`src/rtl/comp_sched_pkg.sv`:
```
// Shared types and constants for the comparator gamma-cycle scheduler.
//   state_e      : scheduler FSM states
//   cfg_addr_e   : cfg_addr encoding of the u parameter registers
//   U_*_DEF      : reset values of the u parameters
package comp_sched_pkg;

  localparam int unsigned U_W   = 7;
  localparam int unsigned CNT_W = 8;

  typedef enum logic [2:0] {
    ST_IDLE,
    ST_CLEAR,
    ST_WINDOW,
    ST_EVAL,
    ST_UPDATE,
    ST_FINISH
  } state_e;

  typedef enum logic [1:0] {
    CFG_CAPTURE = 2'd0,
    CFG_MINUS   = 2'd1,
    CFG_BACKOFF = 2'd2,
    CFG_SEARCH  = 2'd3
  } cfg_addr_e;

  localparam logic [U_W-1:0] U_CAPTURE_DEF = 7'd78;
  localparam logic [U_W-1:0] U_MINUS_DEF   = 7'd60;
  localparam logic [U_W-1:0] U_BACKOFF_DEF = 7'd101;
  localparam logic [U_W-1:0] U_SEARCH_DEF  = 7'd38;

endpackage

```
`src/rtl/lfsr7.sv`:
```
// Maximal-length 7-bit Fibonacci LFSR, polynomial x^7 + x^6 + 1.
//   clk, rst : clock, synchronous active-high reset (loads seed)
//   en       : advance one step
//   seed     : reset value, must be non-zero
//   value    : current register contents
module lfsr7 (
  input  logic       clk,
  input  logic       rst,
  input  logic       en,
  input  logic [6:0] seed,
  output logic [6:0] value
);

  logic [6:0] value_q;

  // Shift left, feedback is bit7 ^ bit6 of the polynomial (indices 6 and 5).
  always_ff @(posedge clk) begin
    if (rst) begin
      value_q <= seed;
    end else if (en) begin
      value_q <= {value_q[5:0], value_q[6] ^ value_q[5]};
    end
  end

  assign value = value_q;

endmodule

```
`src/rtl/comp_sched.sv`:
```
// Gamma-cycle scheduler for a stochastic comparator: clears the comparator,
// opens a sampling window, evaluates its output against an LFSR draw and
// issues a valid/ready weight update when the draw is within the probability.
//   clk, rst                   : clock, synchronous active-high reset
//   start, stop, num_gamma     : run control (num_gamma 0 = continuous)
//   cfg_we/cfg_addr/cfg_data   : u parameter writes, accepted in IDLE only
//   u_capture..u_search        : registered comparator parameters
//   comp_rst_b, window         : comparator clear (active low), sample window
//   comp_prob, comp_inc        : comparator outputs
//   upd_valid/upd_inc/upd_ready: weight-update handshake
//   busy, done, gamma_cnt      : run status
module comp_sched
  import comp_sched_pkg::*;
#(
  parameter int unsigned GAMMA_LEN  = 16,
  parameter int unsigned CLR_CYCLES = 2,
  parameter logic [6:0]  LFSR_SEED  = 7'h5A
) (
  input  logic             clk,
  input  logic             rst,
  input  logic             start,
  input  logic             stop,
  input  logic [7:0]       num_gamma,
  input  logic             cfg_we,
  input  logic [1:0]       cfg_addr,
  input  logic [U_W-1:0]   cfg_data,
  output logic [U_W-1:0]   u_capture,
  output logic [U_W-1:0]   u_minus,
  output logic [U_W-1:0]   u_backoff,
  output logic [U_W-1:0]   u_search,
  output logic             comp_rst_b,
  output logic             window,
  input  logic [U_W-1:0]   comp_prob,
  input  logic             comp_inc,
  output logic             upd_valid,
  output logic             upd_inc,
  input  logic             upd_ready,
  output logic             busy,
  output logic             done,
  output logic [CNT_W-1:0] gamma_cnt
);

  localparam int unsigned WIN_CYCLES = GAMMA_LEN - CLR_CYCLES - 1;

  state_e           state_q, state_d;
  logic [CNT_W-1:0] cnt_q, cnt_d;
  logic [CNT_W-1:0] gamma_q, gamma_d;
  logic             stop_q, stop_d;
  logic             upd_valid_q, upd_valid_d;
  logic             upd_inc_q, upd_inc_d;
  logic             comp_rst_b_q, window_q, busy_q, done_q;
  logic [U_W-1:0]   u_capture_q, u_minus_q, u_backoff_q, u_search_q;
  logic             lfsr_en;
  logic [6:0]       lfsr_val;
  logic             gamma_end;
  logic             last_gamma;
  logic             cfg_wr;

  lfsr7 u_lfsr (
    .clk   (clk),
    .rst   (rst),
    .en    (lfsr_en),
    .seed  (LFSR_SEED),
    .value (lfsr_val)
  );

  assign last_gamma = (num_gamma != 8'd0) &&
                      (CNT_W'(gamma_q + CNT_W'(1)) == num_gamma);

  // Next-state logic. A gamma without an update request skips the UPDATE
  // cycle entirely, so a quiet gamma is exactly GAMMA_LEN cycles long.
  always_comb begin
    state_d     = state_q;
    cnt_d       = cnt_q;
    gamma_d     = gamma_q;
    upd_valid_d = upd_valid_q;
    upd_inc_d   = upd_inc_q;
    lfsr_en     = 1'b0;
    gamma_end   = 1'b0;
    // stop alone in IDLE is ignored; together with start it is kept
    stop_d      = stop_q | (stop & ((state_q != ST_IDLE) | start));

    case (state_q)
      ST_IDLE: begin
        if (start) begin
          state_d = ST_CLEAR;
          cnt_d   = '0;
          gamma_d = '0;
        end
      end
      ST_CLEAR: begin
        if (cnt_q == CNT_W'(CLR_CYCLES - 1)) begin
          state_d = ST_WINDOW;
          cnt_d   = '0;
        end else begin
          cnt_d = cnt_q + CNT_W'(1);
        end
      end
      ST_WINDOW: begin
        if (cnt_q == CNT_W'(WIN_CYCLES - 1)) begin
          state_d = ST_EVAL;
          cnt_d   = '0;
        end else begin
          cnt_d = cnt_q + CNT_W'(1);
        end
      end
      ST_EVAL: begin
        // Capture the comparator and compare against this gamma's draw
        lfsr_en   = 1'b1;
        upd_inc_d = comp_inc;
        if (lfsr_val <= comp_prob) begin
          state_d     = ST_UPDATE;
          upd_valid_d = 1'b1;
        end else begin
          gamma_end = 1'b1;
        end
      end
      ST_UPDATE: begin
        if (upd_ready) begin
          upd_valid_d = 1'b0;
          gamma_end   = 1'b1;
        end
      end
      ST_FINISH: begin
        state_d = ST_IDLE;
        stop_d  = 1'b0;
      end
      default: begin
        state_d = ST_IDLE;
      end
    endcase

    // Gamma boundary: count it and decide whether the run continues
    if (gamma_end) begin
      gamma_d = gamma_q + CNT_W'(1);
      cnt_d   = '0;
      state_d = (last_gamma || stop_q) ? ST_FINISH : ST_CLEAR;
    end
  end

  // State and registered outputs, decoded from the next state
  always_ff @(posedge clk) begin
    if (rst) begin
      state_q      <= ST_IDLE;
      cnt_q        <= '0;
      gamma_q      <= '0;
      stop_q       <= 1'b0;
      upd_valid_q  <= 1'b0;
      upd_inc_q    <= 1'b0;
      comp_rst_b_q <= 1'b0;
      window_q     <= 1'b0;
      busy_q       <= 1'b0;
      done_q       <= 1'b0;
    end else begin
      state_q      <= state_d;
      cnt_q        <= cnt_d;
      gamma_q      <= gamma_d;
      stop_q       <= stop_d;
      upd_valid_q  <= upd_valid_d;
      upd_inc_q    <= upd_inc_d;
      comp_rst_b_q <= (state_d != ST_CLEAR);
      window_q     <= (state_d == ST_WINDOW);
      busy_q       <= (state_d != ST_IDLE);
      done_q       <= (state_d == ST_FINISH);
    end
  end

  // Parameters only change while idle and not about to start
  assign cfg_wr = cfg_we && (state_q == ST_IDLE) && !start;

  always_ff @(posedge clk) begin
    if (rst) begin
      u_capture_q <= U_CAPTURE_DEF;
      u_minus_q   <= U_MINUS_DEF;
      u_backoff_q <= U_BACKOFF_DEF;
      u_search_q  <= U_SEARCH_DEF;
    end else if (cfg_wr) begin
      case (cfg_addr)
        CFG_CAPTURE: u_capture_q <= cfg_data;
        CFG_MINUS:   u_minus_q   <= cfg_data;
        CFG_BACKOFF: u_backoff_q <= cfg_data;
        default:     u_search_q  <= cfg_data;
      endcase
    end
  end

  assign u_capture  = u_capture_q;
  assign u_minus    = u_minus_q;
  assign u_backoff  = u_backoff_q;
  assign u_search   = u_search_q;
  assign comp_rst_b = comp_rst_b_q;
  assign window     = window_q;
  assign upd_valid  = upd_valid_q;
  assign upd_inc    = upd_inc_q;
  assign busy       = busy_q;
  assign done       = done_q;
  assign gamma_cnt  = gamma_q;

endmodule

```
`config.mk`:
```
export PLATFORM = sky130hd
export DESIGN_NAME = comp_sched
export DESIGN_NICKNAME = d
export VERILOG_FILES = /design/src/rtl/comp_sched_pkg.sv /design/src/rtl/lfsr7.sv /design/src/rtl/comp_sched.sv
export SDC_FILE = /design/constraint.sdc
export NUM_CORES = 1
export LEC_CHECK = 0
export BUFFER_PORTS_ARGS = -buffer_cell sky130_fd_sc_hd__buf_2
export CAP_MARGIN = 30
export CORE_MARGIN = 2
export CORE_UTILIZATION = 53
export DETAILED_ROUTE_END_ITERATION = 8
export PLACE_DENSITY_LB_ADDON = 0.3
export SLEW_MARGIN = 5
export SYNTH_ARGS = -nofsm -noshare
export SYNTH_HDL_FRONTEND = slang
export SYNTH_SLANG_ARGS = --single-unit
```
`constraint.sdc`:
```
create_clock -name clk -period 2.7 [get_ports clk]
set_clock_uncertainty 0.15 [all_clocks]
set_input_delay 0 -clock clk [delete_from_list [all_inputs] [get_ports clk]]
set_output_delay 0 -clock clk [all_outputs]
set_load 0.03 [all_outputs]
```
Word level (Yosys, flattened, before mapping)

Cells that the tools add are included.

Bits of input ports: 31
Register bits: 61
Output and inout port bits: 42

Reduce and logical (&&, ||, !) cells: 24
Bitwise gates (word level): 5
Add/subtract/negate cells: 2
Muxes and demuxes: 20
Eq/ne operators: 16
Order comparisons: 1

Operators by type and width:

| cell                  | number |
|---|---|
| $mux W8               | 5 |
| $pmux W8 S3           | 1 |
| $mux W3               | 6 |
| $add A8 B1 Y8 const B | 2 |
| $pmux W3 S5           | 1 |
| $reduce_and A2 Y1     | 6 |
| $eq A3 B2 Y1 const B  | 3 |
| $eq A3 B3 Y1 const B  | 3 |
| $reduce_bool A3 Y1    | 3 |
| $eq A8 B1 Y1 const B  | 1 |
| $eq A8 B4 Y1 const B  | 1 |
| $eq A8 B8 Y1          | 1 |
| $reduce_bool A8 Y1    | 1 |
| $le A7 B7 Y1          | 1 |
| $ne A2 B2 Y1 const B  | 3 |
| $reduce_bool A2 Y1    | 3 |
| $mux W1               | 5 |
| $pmux W1 S2           | 2 |
| $reduce_or A2 Y1      | 2 |
| $eq A3 B1 Y1 const B  | 1 |
| $logic_and A1 B1 Y1   | 3 |
| $logic_not A3 Y1      | 1 |
| $ne A3 B1 Y1 const B  | 1 |
| $reduce_and A3 Y1     | 1 |
| other kinds (10)      | 11 |

Longest topological paths before layout

Word-level depth: 7
Gate-level depth with buffers: 8
Depth with buffers taken out: 8

Hierarchy

Synthesis repeated with hierarchy kept, for this count alone.

Cells, all modules: 322
Area, all modules: 2981.6 µm²

Modules (own cells, without submodules):

| module     | times used | area an instance (µm²) | cells each |
|---|---|---|---|
| comp_sched | 1          | 2646.3                 | 304 |
| lfsr7      | 1          | 335.3                  | 18 |

Least setup slack after synthesis

No wires, ideal clock.

Kind: flip-flop to flip-flop
From: register gamma_q[0] (netlist: gamma_cnt[0])
To: register done_q (netlist: done)
Required time: 2.480 ns
Stages on the path, launching flop included: 7
Period minus slack after synthesis: 2.129 ns
Slack: 0.571 ns
Arrival: 1.909 ns
Path buffers: 0
Path through: dfxtp_1 -> ha_1 -> xor2_1 -> a211o_1 -> nor4_1 -> o2111ai_1 -> a21boi_1

Cells in the longest elaborated chain, start to end: 7

Ends and longest elaborated chain:

| what                     | RTL line          | source |
|---|---|---|
| start: declaration       | comp_sched.sv:47  | `logic [CNT_W-1:0] gamma_q, gamma_d;` |
| start signal: assignment | comp_sched.sv:157 | `gamma_q <= gamma_d;` |
| $add A8 B1 Y8            | comp_sched.sv:68  | `(CNT_W'(gamma_q + CNT_W'(1)) == num_gamma);` |
| $eq A8 B8 Y1             | comp_sched.sv:68  |  |
| $logic_and A1 B1 Y1      | comp_sched.sv:67  | `assign last_gamma = (num_gamma != 8'd0) &&` |
| $logic_or A1 B1 Y1       | comp_sched.sv:137 | `state_d = (last_gamma \|\| stop_q) ? ST_FINISH : ST_CLEAR;` |
| $mux W3                  | comp_sched.sv:137 |  |
| $mux W3                  | comp_sched.sv:134 | `if (gamma_end) begin` |
| $eq A3 B3 Y1             | comp_sched.sv:164 | `done_q <= (state_d == ST_FINISH);` |
| end signal: assignment   | comp_sched.sv:164 |  |
| end: declaration         | comp_sched.sv:51  | `logic comp_rst_b_q, window_q, busy_q, done_q;` |

No other way between the ends.
A chain may end at the register's enable or synchronous reset.

Final worst setup path

From: register state_q[2]
To: register busy_q (netlist: busy)

Cells in the longest elaborated chain, start to end: 4
Elaborated cells between the ends (all ways): 13
Classes of those cells: eq/ne: 4; mux: 7; reduce/logical: 2

Ends and longest elaborated chain:

| what                                              | RTL line          | source |
|---|---|---|
| start: declaration                                | comp_sched.sv:45  | `state_e state_q, state_d;` |
| start signal: assignment                          | comp_sched.sv:155 | `state_q <= state_d;` |
| $eq A3 B3 Y1 (tied with other cells)              | comp_sched.sv:83  | `case (state_q)` |
| $pmux W3 S5 / $pmux W1 S2 (equally long branches) | comp_sched.sv:83  |  |
| $mux W3 *                                         | comp_sched.sv:134 |  |
| $reduce_bool A3 Y1 *                              | comp_sched.sv:163 | `busy_q <= (state_d != ST_IDLE);` |
| end signal: assignment                            | comp_sched.sv:163 |  |
| end: declaration                                  | comp_sched.sv:51  |  |

Mark *: on every way between the ends. The rest lies on a longest branch, timed or not.

==> impl_metrics.tcl <==
set metrics [dict create \
    p_int_mw 1.47 \
    hp-start "start" \
    worstPathRequired_ns 2.75 \
    comb_power_share_pct 12.4 \
    clk_pin_slew_ns 0.07 \
    antenna_left 0 \
    final_common_cell "buf_2" \
    r2r-end "busy$_SDFF_PP0_" \
    syn_area_per_cell_um2 8.77 \
    layout_common_cells "buf_2 (72), dfxtp_1 (61), nor2_1 (44)" \
    arrival_ns 2.31 \
    min_delay_worst_endpoint "cnt_q[0]$_SDFFE_PP0P_" \
    maxCapViolCount 0 \
    dp_hpwl_mm 4.88 \
    cts_buffers 9 \
    cp-start-kind "flop" \
    period_share_pct 83.5 \
    slowest_stage "a2bb2oi_1" \
    clkSinkCount 61 \
    grt_pass1_vias 2643 \
    nNetsFinal 467 \
    grt_pass1_wl_mm 11.5 \
    syn_area_um2 3030 \
    p_sw_uw 510 \
    synth_edf_count 0 \
    slowest_delay_ns 0.59 \
    wirelength_mm 6.83 \
    initialDrtViolationCount 150 \
    wl_per_cell_um 13.6 \
    fin_ws_ns 0.445 \
    grt_overflow 0 \
    tightest_slew_ns 0.758 \
    route.detailed.drc 0 \
    antenna_found_initial 0 \
    syn_to_final_growth_pct 23.5 \
    swShare_pct 25.7 \
    syn_inst 346 \
    path_max_fanout 12 \
    vdd_ir_drop_max_mv 0.415 \
    cts_max_path_buffers 2 \
    synth_cell_types 55 \
    grt_use_total_pct 23.1 \
    rr_worst_depth 5 \
    synth-async-reset-ratio_pct 0 \
    worstPathCellList "and4bb_2, a211oi_1, a2bb2oi_1, a211o_1, o2111ai_1" \
    hold_path.class "in2reg" \
    initial_utilization_pct 55.1 \
    cts_setup_buffers 0 \
    fillCellCount 455 \
    post-route-util_pct 68.1 \
    p_clk_share_pct 40.2 \
    cts_tree "yes" \
    root_buffer "clkbuf_8" \
    drive_gt1_share_pct 23.1 \
    ys.flop_type "dfxtp_1" \
    die_area_um2 6350 \
    cts_resized 0 \
    coreArea_um2 5510 \
    clock_latency_ns 0.34 \
    rows 27 \
    period_needed_ns 2.26 \
    antenna_cells 0 \
    cts_max_level 3 \
    dieWidth_um 79.7 \
    yosysWarningCount 0 \
    synth_nets 388 \
    setup_viol 0 \
    crit_type "reg2reg" \
    p_leak_nw 1.59 \
    grt_max_degree 32 \
    routabilityCongestion 0.824 \
    slew_violations 0 \
    die_y_um 79.7 \
    ys_ff_latch 61 \
    status "finished, final reports clean" \
    maxSlewHeadroom_pct 49.0 \
    rrSetupSlack_ns 0.44 \
    dr.pass1.iters 4 \
    min_path_cells 4 \
    power.density_nw_per_um2 529 \
    rsz0062_at_grt "no" \
    num_vias 2753 \
    dp_worst_setup_slack_ns 0.466 \
    fin_tns_setup_ns 0 \
    worst_setup_path_end_kind "flop" \
    ios 73 \
    fmax_mhz 443 \
    yosysSeqAreaShare_pct 40.2 \
    timing.rr.start "state_q[2]$_SDFF_PP0_" \
    p_seq_share_pct 47.5 \
    routed_via_density 5.50 \
    io_buffers 72 \
    hold_viol 0 \
]
## power by group through the flow
stage	Sequential, mW	Combinational (mW)	Clock, mW
global placement	0.960	0.230	0
floorplan	0.988	0.130	0
global route	0.944	0.271	0.848
finish	0.940	0.245	0.796
CTS	0.940	0.246	0.813
detailed placement	0.961	0.232	0
## cells by family after synthesis
group | after synthesis | synth area share (%)
buffers and inverters | 41 | 5.24
xor gates and xnor gates | 17 | 4.91
and+or+nand+nor | 126 | 22.1
DFF | 61 | 40.2
muxes | 14 | 4.66
adders and majority gates | 11 | 4.54
AOI/OAI and AO/OA | 76 | 18.3
## Yosys cell counts (2+ instances only)
| library cell | number | area share, % |
|---|---|---|
| o2111ai_1 | 3 | 0.87 |
| o21ai_0 | 8 | 1.3 |
| clkbuf_1 | 14 | 1.7 |
| nand2_1 | 14 | 1.7 |
| o21a_1 | 3 | 0.74 |
| xnor2_1 | 11 | 3.2 |
| ha_1 | 11 | 4.5 |
| inv_1 | 20 | 2.5 |
| nor3_1 | 5 | 0.82 |
| nor2b_1 | 16 | 3.3 |
| a21o_1 | 2 | 0.49 |
| mux2i_1 | 13 | 4.3 |
| and4_1 | 2 | 0.58 |
| nand2b_1 | 3 | 0.62 |
| nand3_1 | 13 | 2.1 |
| xor2_1 | 6 | 1.7 |
| buf_1 | 3 | 0.37 |
| a211o_1 | 22 | 6.4 |
| buf_2 | 4 | 0.66 |
| nor2_1 | 44 | 5.4 |
| a211oi_1 | 5 | 1.2 |
| and2_1 | 6 | 1.2 |
| nor4_1 | 3 | 0.62 |
| dfxtp_1 | 61 | 40 |
| nand4_1 | 5 | 1.0 |
| a21oi_1 | 20 | 3.3 |
## through the flow
step	instances	cell area [um^2]	hold slack, ns	power (mW)
after floorplan	346	3030	-0.0321	1.12
after detailed placement	474	3440	0.0961	1.19
after CTS	501	3750	0.00426	2.00
final	501	3750	0.0185	1.98
after global placement	474	3440	0.0852	1.19
after global routing	501	3750	0.0433	2.06
## repair_timing
action                                  in CTS  in global routing
endpoints found under the hold margin       33                  0
hold buffers                                12                  0
endpoints found under the setup margin       0                  0
## layer usage
layer  wire, um  global-route usage, %  up-vias
met5          0                      0        -
met3        397                   7.35       13
li1           -                      -     1378
met2       3240                   38.6       77
met4        163                   10.7        0
met1       3020                   26.9     1285
## flip-flops by register name (all words and copies together) (netlist names), 3 cells and up
signal	count
u_search	7
cnt_q	8
gamma_cnt	8
state_q	3
u_lfsr.value	7
u_backoff	7
u_minus	7
u_capture	7
## worst max-delay path by stage
| stage | end | startpoint | depth (start not counted) |
|---|---|---|---|
| final | busy$_SDFF_PP0_ | state_q[2]$_SDFF_PP0_ | 5 |
| after global routing | busy$_SDFF_PP0_ | state_q[2]$_SDFF_PP0_ | 5 |
| after CTS | busy$_SDFF_PP0_ | gamma_cnt[0]$_SDFFE_PP0P_ | 6 |
| after detailed placement | busy$_SDFF_PP0_ | state_q[2]$_SDFF_PP0_ | 5 |
| after global placement | done$_SDFF_PP0_ | gamma_cnt[0]$_SDFFE_PP0P_ | 6 |
| after floorplan | done$_SDFF_PP0_ | gamma_cnt[0]$_SDFFE_PP0P_ | 6 |
## critical path, delay by kind of cell (launching register included)
family	cells	cell delay (ns)
compound gates	4	1.05
flops	1	0.57
simple gates	1	0.34
## cell type report
type                            count  area (um^2)  area share (%)
Clock inverter                      4         48.8            1.30
Timing Repair Buffer               89          518            13.8
Multi-Input combinational cell    244         1650            44.1
Sequential cell                    61         1220            32.6
Inverter                           20         75.1            2.00
Clock buffer                       11          141            3.77
Tap cell                           72         90.1            2.40
(Power assumes the default switching activity.)
